===== src/rtl/placer_stream_sequencer.sv =====
// Streams packetised bitstream words from a synchronous ROM into the systolic placer,
// fires the run trigger, then captures the unload stream while complete is high.
module placer_stream_sequencer #(
   parameter int BUS_WIDTH   = 32,
   parameter int HEADER_LEN  = 1,
   parameter int PACKET_LEN  = 16,
   parameter int NUM_PACKETS = 10,
   parameter int PACKET_GAP  = 20,
   parameter int START_DELAY = 10,
   parameter int NUM_RUNS    = 1,
   parameter int TIMEOUT     = 0,
   parameter int ADDR_W      = $clog2(HEADER_LEN + PACKET_LEN * NUM_PACKETS + 1)
) (
   input  logic                 clk,
   input  logic                 reset,
   input  logic                 start,
   input  logic                 abort,
   output logic [ADDR_W-1:0]    mem_addr,
   input  logic [BUS_WIDTH-1:0] mem_rdata,
   output logic                 load_enable,
   output logic [BUS_WIDTH-1:0] load_data,
   input  logic                 complete,
   input  logic [BUS_WIDTH-1:0] unload_data,
   output logic                 cap_valid,
   output logic [BUS_WIDTH-1:0] cap_data,
   output logic                 busy,
   output logic                 done,
   output logic                 timeout_err,
   output logic [15:0]          run_count
);
   localparam int MAX_A   = (PACKET_GAP > PACKET_LEN) ? PACKET_GAP : PACKET_LEN;
   localparam int MAX_B   = (START_DELAY > TIMEOUT) ? START_DELAY : TIMEOUT;
   localparam int CNT_MAX = (MAX_A > MAX_B) ? MAX_A : MAX_B;
   localparam int CNT_W   = $clog2(CNT_MAX + 1);
   localparam int PKT_W   = $clog2(NUM_PACKETS + 1);
   localparam logic [ADDR_W-1:0] BASE_ADDR = ADDR_W'(HEADER_LEN);

   typedef enum logic [3:0] {
      S_IDLE, S_GAP, S_STROBE, S_BODY, S_SDELAY, S_TRIGGER, S_WAIT, S_UNLOAD, S_DONE
   } state_t;

   state_t             state_reg;
   logic [CNT_W-1:0]   cnt_reg;
   logic [PKT_W-1:0]   pkt_reg;
   logic [16:0]        run_total;

   assign run_total = {1'b0, run_count} + 17'd1;

   // Each state produces the outputs of the following cycle; mem_addr runs one word ahead of
   // the consuming state so the ROM latency plus the output register give a 2-cycle path.
   always_ff @(posedge clk) begin
      if (reset || abort) begin
         state_reg   <= S_IDLE;
         cnt_reg     <= '0;
         pkt_reg     <= '0;
         mem_addr    <= BASE_ADDR;
         load_enable <= 1'b0;
         load_data   <= '0;
         cap_valid   <= 1'b0;
         cap_data    <= '0;
         busy        <= 1'b0;
         done        <= 1'b0;
         timeout_err <= 1'b0;
         run_count   <= '0;
      end else begin
         load_enable <= 1'b0;
         load_data   <= '0;
         cap_valid   <= 1'b0;
         cap_data    <= '0;
         done        <= 1'b0;
         case (state_reg)
            S_IDLE: begin
               if (start) begin
                  run_count   <= '0;
                  timeout_err <= 1'b0;
                  mem_addr    <= BASE_ADDR;
                  cnt_reg     <= '0;
                  pkt_reg     <= '0;
                  busy        <= 1'b1;
                  state_reg   <= S_GAP;
               end
            end
            S_GAP: begin
               if (cnt_reg == CNT_W'(PACKET_GAP - 1)) begin
                  cnt_reg   <= '0;
                  mem_addr  <= mem_addr + 1'b1;
                  state_reg <= S_STROBE;
               end else begin
                  cnt_reg <= cnt_reg + 1'b1;
               end
            end
            S_STROBE: begin
               load_enable <= 1'b1;
               load_data   <= mem_rdata;
               mem_addr    <= mem_addr + 1'b1;
               cnt_reg     <= '0;
               state_reg   <= S_BODY;
            end
            S_BODY: begin
               load_data <= mem_rdata;
               if (cnt_reg == CNT_W'(PACKET_LEN - 2)) begin
                  cnt_reg <= '0;
                  if (pkt_reg == PKT_W'(NUM_PACKETS - 1)) begin
                     pkt_reg   <= '0;
                     state_reg <= (START_DELAY == 0) ? S_TRIGGER : S_SDELAY;
                  end else begin
                     pkt_reg   <= pkt_reg + 1'b1;
                     state_reg <= S_GAP;
                  end
               end else begin
                  cnt_reg  <= cnt_reg + 1'b1;
                  mem_addr <= mem_addr + 1'b1;
               end
            end
            S_SDELAY: begin
               if (cnt_reg == CNT_W'(START_DELAY - 1)) begin
                  cnt_reg   <= '0;
                  state_reg <= S_TRIGGER;
               end else begin
                  cnt_reg <= cnt_reg + 1'b1;
               end
            end
            S_TRIGGER: begin
               load_enable <= 1'b1;
               cnt_reg     <= '0;
               state_reg   <= S_WAIT;
            end
            S_WAIT: begin
               if (complete) begin
                  cap_valid <= 1'b1;
                  cap_data  <= unload_data;
                  state_reg <= S_UNLOAD;
               end else if (TIMEOUT != 0 && cnt_reg == CNT_W'(TIMEOUT - 1)) begin
                  timeout_err <= 1'b1;
                  done        <= 1'b1;
                  busy        <= 1'b0;
                  state_reg   <= S_DONE;
               end else begin
                  cnt_reg <= cnt_reg + 1'b1;
               end
            end
            S_UNLOAD: begin
               if (complete) begin
                  cap_valid <= 1'b1;
                  cap_data  <= unload_data;
               end else begin
                  if (run_count != 16'hFFFF) run_count <= run_count + 1'b1;
                  if (NUM_RUNS != 0 && run_total == 17'(NUM_RUNS)) begin
                     done      <= 1'b1;
                     busy      <= 1'b0;
                     state_reg <= S_DONE;
                  end else begin
                     mem_addr  <= BASE_ADDR;
                     cnt_reg   <= '0;
                     pkt_reg   <= '0;
                     state_reg <= S_GAP;
                  end
               end
            end
            S_DONE:  state_reg <= S_IDLE;
            default: state_reg <= S_IDLE;
         endcase
      end
   end
endmodule


===== config.mk =====
export PLATFORM = sky130hd
export DESIGN_NAME = placer_stream_sequencer
export DESIGN_NICKNAME = d
export VERILOG_FILES = /design/src/rtl/placer_stream_sequencer.sv
export SDC_FILE = /design/constraint.sdc
export NUM_CORES = 1
export LEC_CHECK = 0
export BUFFER_PORTS_ARGS = -buffer_cell sky130_fd_sc_hd__buf_2
export CELL_PAD_IN_SITES_DETAIL_PLACEMENT = 2
export CELL_PAD_IN_SITES_GLOBAL_PLACEMENT = 2
export CORE_ASPECT_RATIO = 1.4
export CORE_MARGIN = 2
export CORE_UTILIZATION = 32
export CTS_BUF_LIST = sky130_fd_sc_hd__clkbuf_4 sky130_fd_sc_hd__clkbuf_8
export CTS_CLUSTER_DIAMETER = 30
export CTS_CLUSTER_SIZE = 20
export DETAILED_ROUTE_END_ITERATION = 10
export PLACE_DENSITY = 0.95
export SYNTH_ARGS = -nofsm -noshare
export SYNTH_HDL_FRONTEND = slang
export SYNTH_SLANG_ARGS = --single-unit
export TNS_END_PERCENT = 50

===== constraint.sdc =====
create_clock -name clk -period 3.7 [get_ports clk]
set_input_delay 0.37 -clock clk [delete_from_list [all_inputs] [get_ports clk]]
set_output_delay 0.37 -clock clk [all_outputs]
set_load 0.02 [all_outputs]

# --- Word-level counts from Yosys, hierarchy flattened ---
# Cells that the tools add are included.
totals:
  reg_bits: 105
  latch_bits: 0
  mem_bits_rw: 0
  mem_bits_ro: 0
  inputBits: 69
  elab_cells: 103
  memories: 0
op_classes:
  n_addsub: 5
  n_mul: 0
  n_div: 0
  n_lt_le_gt_ge: 0
  eq_ne: 24
  shifts: 0
  n_mux: 40
  bitwise_logic: 4
  n_reduce_logical: 19
op_table:
  columns: ["op", "n"]
  rows:
  - ["$mux W16", 3]
  - ["$mux W4", 12]
  - ["$mux W8", 5]
  - ["$pmux W8 S5", 1]
  - ["$mux W5", 7]
  - ["$pmux W5 S7", 1]
  - ["$pmux W16 S2", 1]
  - ["$pmux W4 S8", 1]
  - ["$ne A2 B2 Y1 const B", 11]
  - ["$add A16 B1 Y17 const B", 1]
  - ["$eq A17 B1 Y1 const B", 1]
  - ["$add A16 B1 Y16 const B", 1]
  - ["$eq A4 B3 Y1 const B", 4]
  - ["$ne A16 B16 Y1 const B", 1]
  - ["$pmux W4 S3", 1]
  - ["$reduce_and A6 Y1", 2]
  - ["$eq A5 B4 Y1 const B", 2]
  - ["$reduce_and A5 Y1", 2]
  - ["$reduce_or A2 Y1", 5]
  - ["$add A8 B1 Y8 const B", 1]
  - ["$eq A4 B2 Y1 const B", 2]
  - ["$reduce_and A4 Y1", 2]
  - ["$reduce_bool A7 Y1", 1]
  - ["$mux W1", 6]
  - ["14 further kinds", 18]

# --- Longest topological paths before layout ---
# Gate-level depths: netlist (run 1).
logic_depth:
  depth_word: 5
  depth_mapped: 9

# --- Worst setup path after synthesis (run 1) ---
# Ideal clock, no wire load.
synth_timing:
  path_kind: "register to register"
  start: "register run_count[0]"
  end: "register pkt_reg[2]"
  setup_time_ns: 0.117
  arrival_time_ns: 2.323
  slack_ns: 1.260
  stages_incl_launch_ff: 9
  path_buffers: 0
  synth_period_minus_slack_ns: 2.440
  cell_sequence: "dfxtp_1 > ha_1 > nand3_1 > nor3_4 > mux2i_1 > a211oi_4 > a21oi_2 > o21ai_0 > a32o_1"
synth_between:
  elab_chain_len: 4
synth_rtl:
  columns: ["element", "line", "source"]
  rows:
  - ["from (decl)", "29", "output logic [15:0] run_count"]
  - ["from (signal assigned)", "147", "if (run_count != 16'hFFFF) run_count <= run_count + 1'b1;"]
  - ["$add A16 B1 Y17", "47", "assign run_total = {1'b0, run_count} + 17'd1;"]
  - ["$eq A17 B1 Y1", "148", "if (NUM_RUNS != 0 && run_total == 17'(NUM_RUNS)) begin"]
  - ["$ne A2 B2 Y1 (no line)", null, null]
  - ["$reduce_and A5 Y1 (no line)", null, null]
  - ["to (signal assigned)", "107", "pkt_reg <= pkt_reg + 1'b1;"]
  - ["to (decl)", "44", "logic [PKT_W-1:0] pkt_reg;"]
# Every way passes these cells.
# A chain may end at the register's enable or synchronous reset.

# --- Worst setup path after layout (run 1) ---
layout_timing:
  start: "register run_count[1]"
  end: "register pkt_reg[2]"
# The elaborated chain is that of the path after synthesis.

==> results_dict.tcl, run 1 <==
set metrics [dict create \
    ant_nets 0 \
    first_global_vias 4377 \
    h-tree-depth 3 \
    area_growth_pct 25.7 \
    drt_wl_total_um 13900 \
    grt_start_max_net_pins 34 \
    start_kind "flip-flop" \
    clockBufferDepth 2 \
    fin_skew_ps 8.79 \
    setup_tns_ps 0 \
    synth_nets 525 \
    synth_cell_type_count 67 \
    design_area_mm2 0.00539 \
    synth_cells 448 \
    coreArea_mm2 0.0132 \
    finalSetupViolations 0 \
    viasPerCell 4.97 \
    final_layout_size_suffix_gt1_share_pct 32.8 \
    antenna_cells 0 \
    status "finished, final reports clean" \
    grt-ovfl-total 0 \
    reg_top3 "cap_data: 32 flops, load_data: 32 flops, run_count: 16 flops" \
    cts_resized 0 \
    layout_commonest_cell "buf_2" \
    grt_usage_pct 19.4 \
    arrival_ps 2990 \
    ir_drop_mv 0.149 \
    drv_cap 0 \
    postLayoutSetupSlackWorst_ps 982 \
    cts_buffers 9 \
    clkSlewWorstSetupHoldPaths_ps 110 \
    max_freq_mhz 368 \
    power_leakage_nw 2.51 \
    hp-class "in -> reg" \
    utilization_pct 40.8 \
    layout_common_cells "160 x buf_2, 105 x dfxtp_1, 65 x and2_1" \
    cts_tree "built" \
    clock-root-buffer "clkbuf_8" \
    period_needed_ps 2720 \
    cts_setup_buffers 0 \
    clkLatencyLatePin_ps 380 \
    crit_type "reg -> reg" \
    ys.flop_type "dfxtp_1" \
    hold_buffers 0 \
    detail_route.first_pass.iterations 4 \
    drc 0 \
    min_period_over_period_pct 73.4 \
    yosys_warnings 0 \
    synth_seq_cells 105 \
    grt_pass1_wl_um 21900 \
    clock_sinks 105 \
    start_util_pct 32.5 \
    dpl.hpwl_um 10500 \
    rsz0062_at_grt "false" \
    powerDensity_mw_per_mm2 365 \
    syn_area_mm2 0.00429 \
    relSlewSlack_pct 34.5 \
    syn_avg_cell_area_um2 9.57 \
    synth.yosys.seq_area_share_pct 49.1 \
    vias 3884 \
    post_dp_cell_area_mm2 0.00520 \
    die_h_um 141 \
    crit_fanout 9 \
    nets 672 \
    end_kind "flip-flop" \
    wl_per_cell_um 17.7 \
    postSynth.asyncResetShare_pct 0 \
    dieArea_mm2 0.0143 \
    rr_worst_depth 8 \
    die_x_um 102 \
    tightestPinTransition_ps 983 \
    drt_iter0_markers 103 \
    synth_edf_count 0 \
    p_total_mw 1.97 \
    hold_viol 0 \
    required_ps 3970 \
    pin_count 162 \
    num_rows 50 \
    slew_viol_final 0 \
    dp_slack_ps 1000 \
    antenna_found_initial 0 \
    place.port_buffers 160 \
    min_delay_path_depth 2 \
    place.gp.congestion 0.830 \
]
-- kinds of logic (layout without fill, tap and decap cells) --
| family | after synthesis | after routing | synth area share [%] |
|---|---|---|---|
| AND/OR/NAND/NOR | 201 | 201 | 27.3 |
| AO/OA/AOI/OAI | 73 | 73 | 12.6 |
| other | 1 | 1 | 0.0875 |
| buffers and inverters | 39 | 191 | 4.23 |
| adder cells (fa/ha/maj) | 8 | 8 | 2.34 |
| multiplexers | 3 | 3 | 0.701 |
| flip-flops | 105 | 105 | 49.1 |
| XOR/XNOR | 18 | 18 | 3.68 |
-- through the flow --
stage               instances  hold WS, ps
global placement          766          492
CTS                       782          165
detailed placement        766          514
finish                    782          182
global route              782          167
floorplan                 448          449
-- routing by layer --
layer  GRT usage (%)  vias to the layer above  share of wire (%)
met1            19.8                     1919                 38
met5               0                        -                  0
met3            3.52                       30                3.9
li1                -                     1833                  -
met4            7.68                        0                3.0
met2            37.5                      102                 55
-- layout make-up --
| type | count | area, um2 |
|---|---|---|
| Inverter | 13 | 48.8 |
| Clock inverter | 6 | 60.1 |
| Sequential cell | 105 | 2100 |
| Clock buffer | 10 | 131 |
| Tap cell | 182 | 228 |
| Fill cell | 1488 | 7810 |
| Timing Repair Buffer | 162 | 816 |
| Multi-Input combinational cell | 304 | 2000 |
-- Yosys cell counts, types with 3 or more instances --
cell type,count,area share [%]
nand3_1,16,1.9
dfxtp_1,105,49
nand2_1,25,2.2
a21oi_1,18,2.1
or2_2,3,0.44
clkbuf_1,17,1.5
xor2_1,13,2.7
a211oi_1,4,0.70
buf_6,3,0.79
buf_2,4,0.47
nor2_1,33,2.9
o21a_1,3,0.53
xnor2_1,5,1.0
a21o_1,3,0.53
o21ai_0,12,1.4
a31oi_1,3,0.44
nor4_1,3,0.44
and2_1,65,9.5
a211o_1,4,0.82
and3_1,10,1.5
ha_1,8,2.3
nor3_1,11,1.3
mux2i_1,3,0.70
inv_1,13,1.1
nand4_1,10,1.5
-- report_power, final --
group          leakage, nW  switching, mW  internal (mW)
Combinational         1.56         0.0735         0.0536
Clock               0.0980          0.430          0.268
Sequential           0.846        0.00790           1.13
Total                 2.51          0.512           1.46
-- worst max-delay path, cell delays in order (launching register included) --
cell      delay [ps]
dfxtp_1          520
ha_1             300
nand3_1          170
nor3_4           340
mux2i_1          390
a211oi_4         100
a21oi_2          330
o21ai_0          170
a32o_1           300
-- path summary, 6_finish.rpt --
| check | endpoint | startpoint | slack [ps] |
|---|---|---|---|
| worst min register to register | mem_addr[1] | mem_addr[1] | 530 |
| worst min-delay path | load_data[22] | mem_rdata[22] | 180 |
| worst max register to register | pkt_reg[2] | run_count[1] | 980 |
| worst max-delay path | pkt_reg[2] | run_count[1] | 980 |
(Power assumes the default switching activity.)
==> run 2, diff against run 1 <==
CORE_UTILIZATION = 29   (was 32)
PLACE_DENSITY = 0.92   (was 0.95)
clock period = 2.8 ns   (was 3.7 ns; I/O delays follow)
==> results_dict.tcl, run 2 (synthesis gave the netlist of run 1 again) <==
set metrics [dict create \
    antenna_cells 0 \
    cts_setup_buffers 0 \
    fill_cells 1679 \
    dp_slack_ps 125 \
    hold_buffers 0 \
    internal_power_mw 1.93 \
    viasPerCell 4.83 \
    cp_common_cell "and3_1" \
    worst-path-buf-inv 0 \
    regToRegEndpoint "cnt_reg[0]" \
    clkLatencyLatePin_ps 390 \
    slowest_stage "dfxtp_1" \
    clkSlewWorstSetupHoldPaths_ps 120 \
    grt-ovfl-total 0 \
    cts_tree "built" \
    slew_viol_final 0 \
    ir_drop_mv 0.286 \
    required_ps 3120 \
    drc 0 \
    hold_viol 0 \
    crit_chain "ha_1 -> and3_1 -> and3_1 -> a31oi_1 -> nor4_4 -> nand2_4 -> a21oi_2 -> a22o_1" \
    power_leakage_nw 2.52 \
    start_util_pct 29.7 \
    grt_start_max_net_pins 34 \
    place.port_buffers 160 \
    antenna_found_initial 1 \
    hp-start "unload_data[0]" \
    die_h_um 148 \
    drt_iter0_markers 116 \
    crit_type "reg -> reg" \
    start_kind "flip-flop" \
    crit_fanout 9 \
    ant_nets 0 \
    pin_count 162 \
    hp-class "in -> reg" \
    period_needed_ps 2590 \
    comb_power_share_pct 6.7 \
    drt_wl_total_um 13600 \
    finalSetupViolations 0 \
    grt_usage_pct 17.0 \
    dieArea_mm2 0.0158 \
    crit_family "simple AND/OR/NAND/NOR gates" \
    vias 3818 \
    clock_sinks 105 \
    utilization_pct 37.5 \
    max_freq_mhz 385 \
    detail_route.first_pass.iterations 4 \
    r2r_slack_ps 210 \
    clockBufferDepth 2 \
    multiInputGateArea_mm2 0.00201 \
    grt_pass1_wl_um 21300 \
    coreArea_mm2 0.0144 \
    dpl.hpwl_um 10400 \
    seqCellArea_mm2 0.00210 \
    min_delay_path_depth 2 \
    min_period_over_period_pct 92.7 \
    layout_commonest_cell "buf_2" \
    rsz0062_at_grt "false" \
    cts_resized 0 \
    net-switching-power_mw 0.685 \
    area_growth_pct 26.5 \
    end_kind "flip-flop" \
    status "finished, final reports clean" \
    relSlewSlack_pct 41.9 \
    reg_top3 "cap_data: 32 flops, load_data: 32 flops, run_count: 16 flops" \
    switching_share_pct 26.2 \
    die_x_um 107 \
    dp.cells 775 \
    fin_cells 791 \
    holdPathEnd "cap_data[0]" \
    clkPwrFrac_pct 35.7 \
    num_rows 52 \
    design_area_mm2 0.00542 \
    postLayoutSetupSlackWorst_ps 206 \
    cts_buffers 9 \
    fin_skew_ps 14.8 \
    rr_startpoint "run_count[1]" \
    setup_tns_ps 0 \
    post_dp_cell_area_mm2 0.00522 \
    nets 674 \
    tightestPinTransition_ps 872 \
    seqPwrFrac_pct 57.6 \
    drv_cap 0 \
    wl_per_cell_um 17.2 \
    clock-root-buffer "clkbuf_8" \
    powerDensity_mw_per_mm2 482 \
    first_global_vias 4092 \
    rr_worst_depth 8 \
    max_stage_delay_ps 490 \
    place.gp.congestion 0.831 \
    arrival_ps 2920 \
    final_layout_size_suffix_gt1_share_pct 33.4 \
    h-tree-depth 3 \
    layout_common_cells "160 x buf_2, 104 x dfxtp_1, 65 x and2_1" \
]
-- run 2: cell count changes in the layout (fill, tap and decap cells not counted), sizes merged --
cell,previous run,this run
clkinv,3,0
inv,16,18
buf,162,164
clkinvlp,0,1
-- run 2: layout make-up --
type / instances / share of cell area [%]
sequential: 105 / 38.8
multi-input combinational: 304 / 37.1
timing repair buffer: 164 / 15.3
tap: 189 / 4.36
clock buffer: 10 / 2.42
clock inverter: 6 / 1.04
inverter: 13 / 0.900
-- run 2: through the flow --
step                power [mW]  hold slack [ps]
floorplan                 1.63              359
global placement          1.70              479
detailed placement        1.71              485
CTS                       2.65             67.1
global route              2.74             66.3
finish                    2.61             81.4
-- run 2: worst max-delay path by stage --
stage / start / depth (start not counted) / slack [ps] / endpoint
after floorplan: run_count[0] / 8 / 360 / pkt_reg[2]
after global placement: run_count[0] / 8 / 300 / pkt_reg[3]
after detailed placement: run_count[1] / 8 / 130 / pkt_reg[3]
after CTS: run_count[0] / 8 / 70 / pkt_reg[3]
after global routing: run_count[1] / 8 / 20 / cnt_reg[0]
final: run_count[1] / 8 / 210 / cnt_reg[0]
-- run 2: layer usage --
metal  track usage [%]  vias up  part of all wire (%)
met4              5.97        2                   2.1
li1                  -     1831                     -
met1              17.7     1843                    36
met3              4.23       26                   5.7
met2              32.5      116                    56
met5                 0        -                 0.037
-- run 2: power by group through the flow --
stage | sequential [mW] | combinational, mW | clock, mW
after floorplan | 1.54 | 0.0887 | 0
after global placement | 1.54 | 0.164 | 0
after detailed placement | 1.54 | 0.173 | 0
after CTS | 1.51 | 0.176 | 0.973
after global routing | 1.51 | 0.193 | 1.04
final | 1.51 | 0.175 | 0.932
